## config.mk

```make
export PLATFORM = sky130hd
export DESIGN_NAME = spi_master
export DESIGN_NICKNAME = d
export VERILOG_FILES = /design/src/rtl/spi_master.sv
export SDC_FILE = /design/constraint.sdc
export NUM_CORES = 1
export LEC_CHECK = 0
export CORE_MARGIN = 4
export CORE_UTILIZATION = 50
export CTS_CLUSTER_DIAMETER = 80
export CTS_CLUSTER_SIZE = 25
export DETAILED_ROUTE_END_ITERATION = 6
export GPL_ROUTABILITY_DRIVEN = 0
export PLACE_DENSITY = 0.72
export SLEW_MARGIN = 5
export SYNTH_ARGS = -nofsm -noshare
export SYNTH_HDL_FRONTEND = slang
export SYNTH_SLANG_ARGS = --single-unit
```

## constraint.sdc

```tcl
create_clock -name clock -period 10.6 [get_ports clock]
set_clock_uncertainty 0.2 [all_clocks]
set_input_delay 2.12 -clock clock [delete_from_list [all_inputs] [get_ports clock]]
set_output_delay 2.12 -clock clock [all_outputs]
set_load 0.03 [all_outputs]
```

## src/rtl/spi_master.sv

```systemverilog
// Mode-0 SPI initiator: shifts {adr, data_wr} out MSB first while capturing
// DATASIZE bits of read data from miso, with a cs-high guard gap after each frame.
module spi_master #(
  parameter int ADRSIZE  = 8,
  parameter int DATASIZE = 32,
  parameter int CLK_DIV  = 4
) (
  input  logic                clock,
  input  logic                reset_n,
  input  logic                start,
  input  logic [ADRSIZE-1:0]  adr,
  input  logic [DATASIZE-1:0] data_wr,
  output logic [DATASIZE-1:0] data_rd,
  output logic                busy,
  output logic                done,
  output logic                sclk,
  output logic                cs,
  output logic                mosi,
  input  logic                miso
);

  localparam int N  = ADRSIZE + DATASIZE;
  localparam int EW = $clog2(N + 1);

  localparam logic [7:0]    H_LAST = 8'(CLK_DIV - 1);
  localparam logic [EW-1:0] E_LAST = EW'(N);
  localparam logic [EW-1:0] E_ADR  = EW'(ADRSIZE);

  typedef enum logic [2:0] {
    IDLE  = 3'd0,
    SETUP = 3'd1,
    SHIFT = 3'd2,
    HOLD  = 3'd3,
    GAP   = 3'd4
  } state_t;

  state_t              r_state, w_state_nxt;
  logic [7:0]          r_hcnt, w_hcnt_nxt;
  logic [EW-1:0]       r_ecnt, w_ecnt_nxt;
  logic                r_sclk, w_sclk_nxt;
  logic                r_cs, w_cs_nxt;
  logic                r_mosi, w_mosi_nxt;
  logic                r_busy, w_busy_nxt;
  logic                r_done, w_done_nxt;
  logic [DATASIZE-1:0] r_data_rd, w_data_rd_nxt;
  logic [N-1:0]        r_tx, w_tx_nxt;
  logic [DATASIZE-1:0] r_rx, w_rx_nxt;
  logic                w_hlast;

  assign w_hlast = (r_hcnt == H_LAST);

  always_comb begin
    w_state_nxt   = r_state;
    w_hcnt_nxt    = w_hlast ? 8'd0 : r_hcnt + 8'd1;
    w_ecnt_nxt    = r_ecnt;
    w_sclk_nxt    = r_sclk;
    w_cs_nxt      = r_cs;
    w_mosi_nxt    = r_mosi;
    w_busy_nxt    = r_busy;
    w_done_nxt    = 1'b0;
    w_data_rd_nxt = r_data_rd;
    w_tx_nxt      = r_tx;
    w_rx_nxt      = r_rx;

    case (r_state)
      IDLE: begin
        w_hcnt_nxt = 8'd0;
        if (start) begin
          w_tx_nxt    = {adr, data_wr};
          w_mosi_nxt  = adr[ADRSIZE-1];
          w_cs_nxt    = 1'b0;
          w_busy_nxt  = 1'b1;
          w_ecnt_nxt  = '0;
          w_state_nxt = SETUP;
        end
      end
      SETUP: begin
        // First rising edge; its miso bit belongs to the address phase and is dropped.
        if (w_hlast) begin
          w_sclk_nxt  = 1'b1;
          w_ecnt_nxt  = EW'(1);
          w_state_nxt = SHIFT;
        end
      end
      SHIFT: begin
        if (w_hlast) begin
          if (r_sclk) begin
            w_sclk_nxt = 1'b0;
            if (r_ecnt == E_LAST) begin
              w_mosi_nxt  = 1'b0;
              w_state_nxt = HOLD;
            end else begin
              w_mosi_nxt = r_tx[N-2];
              w_tx_nxt   = r_tx << 1;
            end
          end else begin
            w_sclk_nxt = 1'b1;
            w_ecnt_nxt = r_ecnt + 1'b1;
            // Data-phase bits arrive LSB first, so shift in from the top.
            if (r_ecnt >= E_ADR) begin
              w_rx_nxt = {miso, r_rx[DATASIZE-1:1]};
            end
          end
        end
      end
      HOLD: begin
        if (w_hlast) begin
          w_cs_nxt      = 1'b1;
          w_done_nxt    = 1'b1;
          w_data_rd_nxt = r_rx;
          w_state_nxt   = GAP;
        end
      end
      GAP: begin
        if (w_hlast) begin
          w_busy_nxt  = 1'b0;
          w_state_nxt = IDLE;
        end
      end
      default: begin
        w_state_nxt = IDLE;
      end
    endcase
  end

  always_ff @(posedge clock or negedge reset_n) begin
    if (!reset_n) begin
      r_state   <= IDLE;
      r_hcnt    <= 8'd0;
      r_ecnt    <= '0;
      r_sclk    <= 1'b0;
      r_cs      <= 1'b1;
      r_mosi    <= 1'b0;
      r_busy    <= 1'b0;
      r_done    <= 1'b0;
      r_data_rd <= '0;
    end else begin
      r_state   <= w_state_nxt;
      r_hcnt    <= w_hcnt_nxt;
      r_ecnt    <= w_ecnt_nxt;
      r_sclk    <= w_sclk_nxt;
      r_cs      <= w_cs_nxt;
      r_mosi    <= w_mosi_nxt;
      r_busy    <= w_busy_nxt;
      r_done    <= w_done_nxt;
      r_data_rd <= w_data_rd_nxt;
    end
  end

  // Shift registers are fully reloaded every frame, so they carry no reset.
  always_ff @(posedge clock) begin
    r_tx <= w_tx_nxt;
    r_rx <= w_rx_nxt;
  end

  assign data_rd = r_data_rd;
  assign busy    = r_busy;
  assign done    = r_done;
  assign sclk    = r_sclk;
  assign cs      = r_cs;
  assign mosi    = r_mosi;

endmodule

```

==> flow_summary.rst, run 1 <==
.. list-table::
   :header-rows: 1

   * - Metric
     - Value
   * - Post-CTS repair timing setup buffer count
     - 0
   * - Cell family contributing the most delay on the critical path
     - buffers and inverters
   * - Number of warnings reported in the yosys synthesis log
     - 0
   * - Power share of the combinational group
     - 0.307
   * - Number of antenna diodes
     - 0
   * - Number of global-route vias before repair
     - 3,124
   * - Layout cell share with drive strength beyond 1
     - 0.160
   * - FMAX
     - 0.246 GHz
   * - Maximum buffer depth of the clock tree
     - 2
   * - Capturing element type of the critical path
     - output pin
   * - Sequential-to-total area share from yosys stat
     - 0.698
   * - Syn-to-layout area delta
     - 31.0%
   * - Number of rows created at floorplan
     - 36
   * - Number of buffers created by CTS
     - 17
   * - Result of the run
     - completed
   * - Number of design-rule violations left by the first detailed-router iteration
     - 194
   * - Depth of the CTS H-tree
     - 4
   * - Effective utilization at floorplan
     - 0.513
   * - Syn Inst Count
     - 394
   * - Cell internal pwr
     - 0.00124 W
   * - Power, Total
     - 0.00186 W
   * - Number of antenna-violating nets in the routed design
     - 0
   * - Floorplan die height
     - 108 µm
   * - Post-CTS Hold Buffers
     - 0
   * - Cells traversed along the worst timing path
     - clkdlybuf4s50_1
   * - Fin Hold WS
     - 0.235 ns
   * - Source-to-sink clock delay at the later pin of the worst-skew pair
     - 0.51 ns
   * - Buffers & Inverters on Critical Path
     - 1
   * - Leading cell types by total area after synthesis
     - sky130_fd_sc_hd__edfxtp_1 43%, sky130_fd_sc_hd__dfrtp_1 27%, sky130_fd_sc_hd__nand2_1 9.3%
   * - Pwr/cell area
     - 285 nW/µm²
   * - Mapped Nets
     - 441
   * - Clock Tree Root
     - sky130_fd_sc_hd__clkbuf_8
   * - Clk sinks
     - 125
   * - Largest net degree at the start of global routing
     - 55
   * - I/O Pins
     - 81
   * - Placeable core region
     - 9730 µm²
   * - Critical path's slowest cell
     - sky130_fd_sc_hd__clkdlybuf4s50_1
   * - Synthesis-stage register bit count
     - 125
   * - Period Utilization, post-route
     - 0.383
   * - Initial antenna violation count
     - 0
   * - Worst Setup Path Type
     - flop to output pin
   * - Clock input transition at the sequential cells of the worst setup and hold paths
     - 0.07 ns
   * - Nets
     - 528
   * - Startpoint type of the worst setup path
     - flop
   * - Core Util, Final
     - 0.673
   * - Most common library cell in the layout ignoring fill and taps
     - sky130_fd_sc_hd__nand2_1
   * - Routed vias/inst
     - 5.07
   * - Biggest area consumer among synthesized cells
     - sky130_fd_sc_hd__edfxtp_1
   * - CTS-repair resized insts
     - 0
   * - Die Area
     - 11,700 µm²
   * - Total global routing overflow
     - 0
   * - Quantity of I/O buffers inserted on ports
     - 80
   * - IR Drop Worst-Case VDD
     - 0.000126 V
   * - Vias post-DR
     - 3,180
   * - Final max-slew violation count
     - 0
   * - Hpwl dp
     - 5.96 mm
   * - Required time reported for the critical path endpoint
     - 8.28 ns
   * - Commonest non-fill, non-tap cells in the layout
     - 124 x sky130_fd_sc_hd__nand2_1, 79 x sky130_fd_sc_hd__clkdlybuf4s50_1, 71 x sky130_fd_sc_hd__edfxtp_1, 53 x sky130_fd_sc_hd__dfrtp_1, 33 x sky130_fd_sc_hd__mux2_2
   * - Class of the most critical hold timing path
     - flop to flop
   * - Fin Setup TNS
     - 0 ns
   * - Clock share of power
     - 0.315
   * - DR WL/cell
     - 14.5 µm
   * - Fraction of post-synthesis cell area in the top cell type by area
     - 0.427
   * - Static Leak
     - 2.67 nW
   * - Time the final worst path needs with I/O delays and setup
     - 4.06 ns
   * - Count of max-cap constraint violations
     - 0
   * - Clock tree from TritonCTS
     - yes
   * - Worst path max stage delay
     - 0.73 ns
   * - Remaining DRCs
     - 0
   * - Switching component of the power
     - 0.000621 W
   * - DRT Wirelength
     - 9.11 mm
   * - GRT Overall Usage
     - 0.170
   * - Net Sw Frac
     - 0.333
   * - Largest driver fanout on the critical path
     - 9
   * - Slew at the pin closest to its max-slew limit
     - 0.871 ns
   * - Power share of the sequential group
     - 0.379
   * - Setup repair after global routing missed its margin
     - false
   * - Die X-Extent
     - 108 µm
   * - Detailed-routing iteration count for the pre-antenna-repair pass
     - 4
   * - Arrival time of data at the critical path endpoint
     - 1.74 ns
   * - First-pass GRT wire length
     - 15.2 mm
   * - Post-Syn Area per Cell
     - 12.7 µm²
   * - Synthesized cell area
     - 4990 µm²
   * - Max-Slew Margin vs Limit
     - 0.419
   * - Number of distinct library cells after synthesis
     - 40
   * - Number of hold violations in the final report
     - 0
   * - Number of endpoints failing setup at the final stage
     - 0
-- cell families (layout without fill, tap and decap cells) --
group                    count (synthesis)  in the layout  synth area share
buffers and inverters                   22            122            0.0180
multiplexers                            33             33            0.0744
adder cells (fa/ha/maj)                  3              3           0.00752
AND/OR/NAND/NOR                        177            177             0.153
AO/OA/AOI/OAI                           27             27            0.0371
flip-flops                             125            125             0.698
XOR/XNOR                                 7              7            0.0123
-- flip-flops by register name, indices dropped and copies added (netlist names) --
register  flops
busy          1
cs            1
data_rd      32
done          1
mosi          1
r_ecnt        6
r_hcnt        8
r_rx         32
r_state       3
r_tx         39
sclk          1
-- final cells by class --
class | count | area, µm²
Sequential cell | 125 | 3480
Fill cell | 734 | 3190
Multi-Input combinational cell | 247 | 1430
Timing Repair Buffer | 85 | 833
Clock buffer | 18 | 439
Clock inverter | 14 | 170
Tap cell | 133 | 166
Inverter | 5 | 18.8
-- cells in the mapped netlist --
cell type                    n
sky130_fd_sc_hd__o31ai_1     3
sky130_fd_sc_hd__o21ai_1     1
sky130_fd_sc_hd__or3_1       5
sky130_fd_sc_hd__nor3_1      5
sky130_fd_sc_hd__or4b_4      1
sky130_fd_sc_hd__nand3b_1    1
sky130_fd_sc_hd__a22oi_1     1
sky130_fd_sc_hd__or2_0       1
sky130_fd_sc_hd__nor3b_1     1
sky130_fd_sc_hd__nor2_1     16
sky130_fd_sc_hd__buf_2       6
sky130_fd_sc_hd__nor4_1      1
sky130_fd_sc_hd__nand4b_1    1
sky130_fd_sc_hd__a22o_1      2
sky130_fd_sc_hd__edfxtp_1   71
sky130_fd_sc_hd__a311oi_1    1
sky130_fd_sc_hd__nand3_1     9
sky130_fd_sc_hd__xnor2_1     1
sky130_fd_sc_hd__and2_1      1
sky130_fd_sc_hd__o21ai_0     9
sky130_fd_sc_hd__xor2_1      6
sky130_fd_sc_hd__o221a_4     1
sky130_fd_sc_hd__a211oi_1    1
sky130_fd_sc_hd__inv_1       5
sky130_fd_sc_hd__dfstp_2     1
sky130_fd_sc_hd__o21a_1      2
sky130_fd_sc_hd__or2_2       1
sky130_fd_sc_hd__nor4b_2     1
sky130_fd_sc_hd__a31oi_1     2
sky130_fd_sc_hd__and3_1      4
sky130_fd_sc_hd__clkbuf_1   11
sky130_fd_sc_hd__a21oi_1     3
sky130_fd_sc_hd__ha_1        3
sky130_fd_sc_hd__a211o_1     1
sky130_fd_sc_hd__or4_1       1
sky130_fd_sc_hd__dfrtp_1    53
sky130_fd_sc_hd__nand2_1   124
sky130_fd_sc_hd__or3b_2      1
sky130_fd_sc_hd__nor2b_1     3
sky130_fd_sc_hd__mux2_2     33
-- power groups by stage --
stage	combinational [W]	sequential, W	clock, W
6_report	0.000571	0.000706	0.000587
5_1_grt	0.000618	0.000723	0.000624
4_1_cts	0.000578	0.000707	0.000598
3_5_place_dp	0.000577	0.000715	0
3_3_place_gp	0.000565	0.000710	0
2_1_floorplan	0.000243	0.000827	0
-- per-layer routing --
layer,vias up,GRT usage,share of wire
li1,1549,-,-
met1,1534,0.236,0.46
met2,90,0.254,0.47
met3,7,0.0627,0.064
met4,0,0.0514,0.011
met5,-,0,0
-- path summary, 6_finish.rpt --
kind	cells after the start	end	start	slack (ns)
setup / recovery	1	sclk	sclk	6.54
hold / removal	0	r_rx[29]	r_rx[30]	0.23
setup reg to reg	3	r_rx[19]	r_state[1]	7.89
hold reg to reg	0	r_rx[29]	r_rx[30]	0.23
max in group asynchronous	2	r_hcnt[7]	reset_n	8.21
min in group asynchronous	2	r_ecnt[4]	reset_n	1.52
-- stage by stage --
| stage | cell area [µm²] | setup slack (ns) | cells |
|---|---|---|---|
| floorplan | 4990 | 5.36 | 394 |
| global placement | 5930 | 6.51 | 595 |
| detailed placement | 5930 | 6.53 | 595 |
| CTS | 6540 | 6.51 | 627 |
| global route | 6540 | 6.45 | 627 |
| finish | 6540 | 6.54 | 627 |
(Power assumes the default switching activity.)
==> run 2, diff against run 1 <==
- CORE_UTILIZATION: 50 -> 48
- PLACE_DENSITY: 0.72 -> 0.73
- clock period: 10.6 -> 3.3 ns (I/O delays scaled with it)
==> run 2 against run 1 <==
Effect of this change: non-clock buffer count increased by 2; register-to-register slack lost 7.1 ns; critical endpoint unchanged; combinational power grew to 3.2 times the previous value.
==> flow_summary.rst, run 2 (synthesis gave the netlist of run 1 again) <==
.. list-table::
   :header-rows: 1

   * - Metric
     - Value
   * - Static Leak
     - 2.67 nW
   * - Nets
     - 530
   * - Fin Setup TNS
     - 0 ns
   * - Worst path max stage delay
     - 0.75 ns
   * - Cell family contributing the most delay on the critical path
     - buffers and inverters
   * - Remaining DRCs
     - 0
   * - Start point of the critical path
     - sclk
   * - Fin Hold WS
     - 0.0151 ns
   * - Placeable core region
     - 9950 µm²
   * - Total global routing overflow
     - 0
   * - Quantity of I/O buffers inserted on ports
     - 80
   * - Period Utilization, post-route
     - 0.819
   * - Total cell area at the placement stage
     - 5960 µm²
   * - DR WL/cell
     - 15.1 µm
   * - Worst Setup Path Type
     - flop to output pin
   * - Result of the run
     - completed
   * - Setup WS pre-CTS
     - 0.699 ns
   * - FMAX
     - 0.370 GHz
   * - Max-Slew Margin vs Limit
     - 0.504
   * - Startpoint type of the worst setup path
     - flop
   * - Routed vias/inst
     - 5.12
   * - Number of endpoints failing setup at the final stage
     - 0
   * - Final design area excluding fillers
     - 6560 µm²
   * - Setup repair after global routing missed its margin
     - false
   * - CTS-repair resized insts
     - 0
   * - Capturing element type of the critical path
     - output pin
   * - Floorplan die height
     - 110 µm
   * - IR Drop Worst-Case VDD
     - 0.000390 V
   * - First-pass GRT wire length
     - 16.0 mm
   * - Detailed-routing iteration count for the pre-antenna-repair pass
     - 4
   * - Number of antenna-violating nets in the routed design
     - 0
   * - Number of design-rule violations left by the first detailed-router iteration
     - 192
   * - Number of antenna diodes
     - 0
   * - Largest net degree at the start of global routing
     - 45
   * - Syn-to-layout area delta
     - 31.3%
   * - Post-CTS Hold Buffers
     - 0
   * - Most common library cell in the layout ignoring fill and taps
     - sky130_fd_sc_hd__nand2_1
   * - GRT Overall Usage
     - 0.174
   * - Number of hold violations in the final report
     - 0
   * - Number of filler cells placed in the layout
     - 743
   * - Commonest non-fill, non-tap cells in the layout
     - 124 x sky130_fd_sc_hd__nand2_1, 79 x sky130_fd_sc_hd__clkdlybuf4s50_1, 71 x sky130_fd_sc_hd__edfxtp_1, 53 x sky130_fd_sc_hd__dfrtp_1, 33 x sky130_fd_sc_hd__mux2_2
   * - Arrival time of data at the critical path endpoint
     - 1.84 ns
   * - Clock input transition at the sequential cells of the worst setup and hold paths
     - 0.06 ns
   * - Count of max-cap constraint violations
     - 0
   * - Critical R2R Launch
     - r_hcnt[0]
   * - I/O Pins
     - 81
   * - Effective utilization at floorplan
     - 0.502
   * - Clock tree from TritonCTS
     - yes
   * - Clock Tree Root
     - sky130_fd_sc_hd__clkbuf_8
   * - Cells traversed along the worst timing path
     - clkdlybuf4s50_1
   * - Final max-slew violation count
     - 0
   * - Number of rows created at floorplan
     - 36
   * - Required time reported for the critical path endpoint
     - 2.44 ns
   * - Source-to-sink clock delay at the later pin of the worst-skew pair
     - 0.51 ns
   * - Depth of the CTS H-tree
     - 4
   * - Class of the most critical hold timing path
     - input port to asynchronous set/reset pin
   * - Total area of sequential cells
     - 3480 µm²
   * - Pwr/cell area
     - 912 nW/µm²
   * - Number of buffers created by CTS
     - 17
   * - Register with the highest flop count
     - r_tx
   * - Min setup slack post-route
     - 0.596 ns
   * - Die Area
     - 12,100 µm²
   * - Maximum buffer depth of the clock tree
     - 2
   * - Die X-Extent
     - 110 µm
   * - Multi-input combinational cell area
     - 1440 µm²
   * - Post-CTS repair timing setup buffer count
     - 0
   * - Critical path's slowest cell
     - sky130_fd_sc_hd__clkdlybuf4s50_1
   * - Time the final worst path needs with I/O delays and setup
     - 2.70 ns
   * - Buffers & Inverters on Critical Path
     - 1
   * - Vias post-DR
     - 3,222
   * - Initial antenna violation count
     - 0
   * - Flip-flop count of the largest register, all copies and words added
     - 39
   * - Clk sinks
     - 125
   * - Number of global-route vias before repair
     - 3,305
   * - DRT Wirelength
     - 9.51 mm
   * - Layout cell share with drive strength beyond 1
     - 0.163
   * - Hpwl dp
     - 6.07 mm
   * - Slew at the pin closest to its max-slew limit
     - 0.744 ns
   * - Largest driver fanout on the critical path
     - 9
run 2: per-stage QoR:
step | cells | util | power (W)
final | 629 | 0.659 | 0.00598
after global routing | 629 | 0.659 | 0.00631
after CTS | 629 | 0.659 | 0.00604
after detailed placement | 597 | 0.599 | 0.00416
after global placement | 597 | 0.599 | 0.00411
after floorplan | 394 | - | 0.00345
run 2: layout make-up:
| type | count | area share |
|---|---|---|
| clock buffers | 17 | 0.0631 |
| flip-flops and latches | 125 | 0.531 |
| inverters | 5 | 0.00286 |
| multi-input cells | 247 | 0.220 |
| clock inverters | 15 | 0.0284 |
| repair buffers | 87 | 0.129 |
| well taps | 133 | 0.0254 |
run 2: per-layer routing:
layer | track usage | vias to the layer above | routed length (µm)
met2 | 0.260 | 104 | 4460
met5 | 0 | - | 0
met3 | 0.0623 | 12 | 643
met1 | 0.239 | 1556 | 4300
li1 | - | 1550 | -
met4 | 0.0552 | 0 | 97
run 2: worst paths after layout:
| kind | endpoint | slack [ns] | cells after the start |
|---|---|---|---|
| setup / recovery | sclk | 0.60 | 1 |
| hold / removal | r_hcnt[3] | 0.02 | 1 |
| setup reg to reg | r_tx[7] | 0.77 | 6 |
| hold reg to reg | r_rx[27] | 0.25 | 0 |
| max in group asynchronous | cs | 2.16 | 2 |
| min in group clock | r_rx[27] | 0.25 | 0 |
run 2: power breakdown:
part           total [W]  switching [W]  internal [W]
Sequential       0.00228       0.000230       0.00204
Combinational    0.00185        0.00105      0.000802
Clock            0.00185       0.000691       0.00116
Total            0.00598        0.00197       0.00401
==> run 3, diff against run 2 <==
- clock period: 3.3 -> 2.31 ns (I/O delays scaled with it)
==> run 3 against run 2 <==
Effect of this change: sequential share of layout area is 1.4 points lower; clock power rose by 42%; hold slack better by 0.23 ns; die area unchanged; non-clock buffer count is 12 higher; worst setup slack got worse by 0.51 ns; sequential power is 40% higher; via count increased by 1.4%; combinational power is 57% higher; critical path depth grew 4; core utilization up 1.8 points.
==> flow_summary.rst, run 3 (synthesis gave the netlist of run 1 again) <==
.. list-table::
   :header-rows: 1

   * - Metric
     - Value
   * - Min setup slack post-route
     - 0.0854 ns
   * - Vias post-DR
     - 3,267
   * - Capturing element type of the critical path
     - flop
   * - Cell family contributing the most delay on the critical path
     - simple AND/OR/NAND/NOR gates
   * - Critical path's slowest cell
     - sky130_fd_sc_hd__or4b_4
   * - Slew at the pin closest to its max-slew limit
     - 0.631 ns
   * - Path length in cells of the critical path
     - 5
   * - Total cell area at the placement stage
     - 6110 µm²
   * - Die X-Extent
     - 110 µm
   * - Class of the most critical hold timing path
     - flop to flop
   * - Source-to-sink clock delay at the later pin of the worst-skew pair
     - 0.50 ns
   * - I/O Pins
     - 81
   * - Arrival time of data at the critical path endpoint
     - 2.42 ns
   * - Final max-slew violation count
     - 0
   * - Setup repair after global routing missed its margin
     - false
   * - Largest driver fanout on the critical path
     - 7
   * - Hpwl dp
     - 6.32 mm
   * - Period Utilization, post-route
     - 0.963
   * - Result of the run
     - completed
   * - Setup WS pre-CTS
     - -0.0114 ns
   * - Finished Layout Cells
     - 641
   * - Number of cells on the worst hold path
     - 0
   * - DRT Wirelength
     - 9.76 mm
   * - Clock tree from TritonCTS
     - yes
   * - Buffers & Inverters on Critical Path
     - 0
   * - Final design area excluding fillers
     - 6740 µm²
   * - Placeable core region
     - 9950 µm²
   * - Number of buffers created by CTS
     - 17
   * - GRT Overall Usage
     - 0.172
   * - Pwr/cell area
     - 1290 nW/µm²
   * - Floorplan die height
     - 110 µm
   * - Number of hold violations in the final report
     - 0
   * - Most common library cell in the layout ignoring fill and taps
     - sky130_fd_sc_hd__nand2_1
   * - Cells traversed along the worst timing path
     - ha_1, or4b_4, o221a_4, or2_4, a22o_1
   * - Routed vias/inst
     - 5.10
   * - Number of global-route vias before repair
     - 3,209
   * - Effective utilization at floorplan
     - 0.502
   * - Static Leak
     - 2.76 nW
   * - Nets
     - 542
   * - Clock input transition at the sequential cells of the worst setup and hold paths
     - 0.06 ns
   * - Number of antenna diodes
     - 0
   * - IR Drop Worst-Case VDD
     - 0.000887 V
   * - Quantity of I/O buffers inserted on ports
     - 80
   * - Placed Cells incl. Taps
     - 607
   * - Depth of the CTS H-tree
     - 4
   * - Worst Setup Path Type
     - flop to flop
   * - Flip-flop count of the largest register, all copies and words added
     - 39
   * - Count of max-cap constraint violations
     - 0
   * - Detailed-routing iteration count for the pre-antenna-repair pass
     - 6
   * - Remaining DRCs
     - 0
   * - Max-Slew Margin vs Limit
     - 0.579
   * - Clk sinks
     - 125
   * - Clock Tree Root
     - sky130_fd_sc_hd__clkbuf_8
   * - Worst path max stage delay
     - 0.50 ns
   * - Largest net degree at the start of global routing
     - 45
   * - Syn-to-layout area delta
     - 34.9%
   * - Register with the highest flop count
     - r_tx
   * - Die Area
     - 12,100 µm²
   * - First-pass GRT wire length
     - 15.6 mm
   * - Number of design-rule violations left by the first detailed-router iteration
     - 177
   * - Number of endpoints failing setup at the final stage
     - 0
   * - Fin Setup TNS
     - 0 ns
   * - Total global routing overflow
     - 0
   * - Reg2reg path depth
     - 5
   * - Layout cell share with drive strength beyond 1
     - 0.185
   * - Power, Total
     - 0.00872 W
   * - Startpoint type of the worst setup path
     - flop
   * - Time the final worst path needs with I/O delays and setup
     - 2.22 ns
   * - Number of antenna-violating nets in the routed design
     - 0
   * - DR WL/cell
     - 15.2 µm
   * - Required time reported for the critical path endpoint
     - 2.50 ns
   * - Maximum buffer depth of the clock tree
     - 2
   * - Initial antenna violation count
     - 0
   * - Commonest non-fill, non-tap cells in the layout
     - 124 x sky130_fd_sc_hd__nand2_1, 78 x sky130_fd_sc_hd__clkdlybuf4s50_1, 71 x sky130_fd_sc_hd__edfxtp_1, 53 x sky130_fd_sc_hd__dfrtp_1, 33 x sky130_fd_sc_hd__mux2_2
   * - Number of rows created at floorplan
     - 36
   * - FMAX
     - 0.450 GHz
-- run 3: changes by cell type in the layout (fill, tap and decap cells not counted), sizes merged --
cell and change:
buf +11, bufinv -1, clkbuf +2, clkdlybuf4s50 -1
clkinv -1, dlygate4sd2 +1, dlygate4sd3 +1
-- run 3: report_power, final --
part	total (W)	internal (W)	switching, W	leakage [nW]
clock	0.00262	0.00162	0.000997	0.291
combinational	0.00290	0.00131	0.00159	1.15
sequential	0.00320	0.00292	0.000278	1.32
total	0.00872	0.00585	0.00286	2.76
-- run 3: area by class of cell --
cell class,instances,area [µm²]
inverters,5,18.8
well taps,133,166
repair buffers,99,1010
clock inverters,13,154
clock buffers,19,443
flip-flops and latches,125,3480
fillers,699,3220
multi-input cells,247,1470
-- run 3: through the flow --
stage / utilization / hold slack, ns
after floorplan: - / -0.0336
after global placement: 0.613 / 0.225
after detailed placement: 0.613 / 0.231
after CTS: 0.674 / 0.241
after global routing: 0.677 / 0.252
final: 0.677 / 0.244
-- run 3: per-layer routing --
layer  vias to the layer above  part of all wire  wire length (µm)  global-route usage
met4                         0             0.010               101              0.0632
met5                         -                 0                 0                   0
li1                       1571                 -                 -                   -
met1                      1598              0.42              4090               0.224
met2                        90              0.52              5090               0.272
met3                         8             0.049               480              0.0553
-- run 3: final timing paths --
check                               start     endpoint  slack, ns
worst max register to register  r_hcnt[1]    r_ecnt[3]       0.09
worst min register to register    r_rx[2]      r_rx[1]       0.24
min in group asynchronous         reset_n  data_rd[11]       0.31
worst max-delay path            r_hcnt[1]    r_ecnt[3]       0.09
max in group asynchronous         reset_n  data_rd[27]       1.02
worst min-delay path              r_rx[2]      r_rx[1]       0.24
-- run 3: worst register-to-register path, delay by kind of cell, from the launching register on --
| family | cells | cell delay, ns |
|---|---|---|
| adder cells (fa/ha/maj) | 1 | 0.19 |
| AND/OR/NAND/NOR | 2 | 0.78 |
| flip-flops | 1 | 0.37 |
| AO/OA/AOI/OAI | 2 | 0.56 |
-- run 3: repair_timing --
item,CTS,global route
setup buffers,0,1
setup endpoints to repair,3,85
endpoints found under the hold margin,25,0
gates resized for setup,2,4
hold buffers,1,0
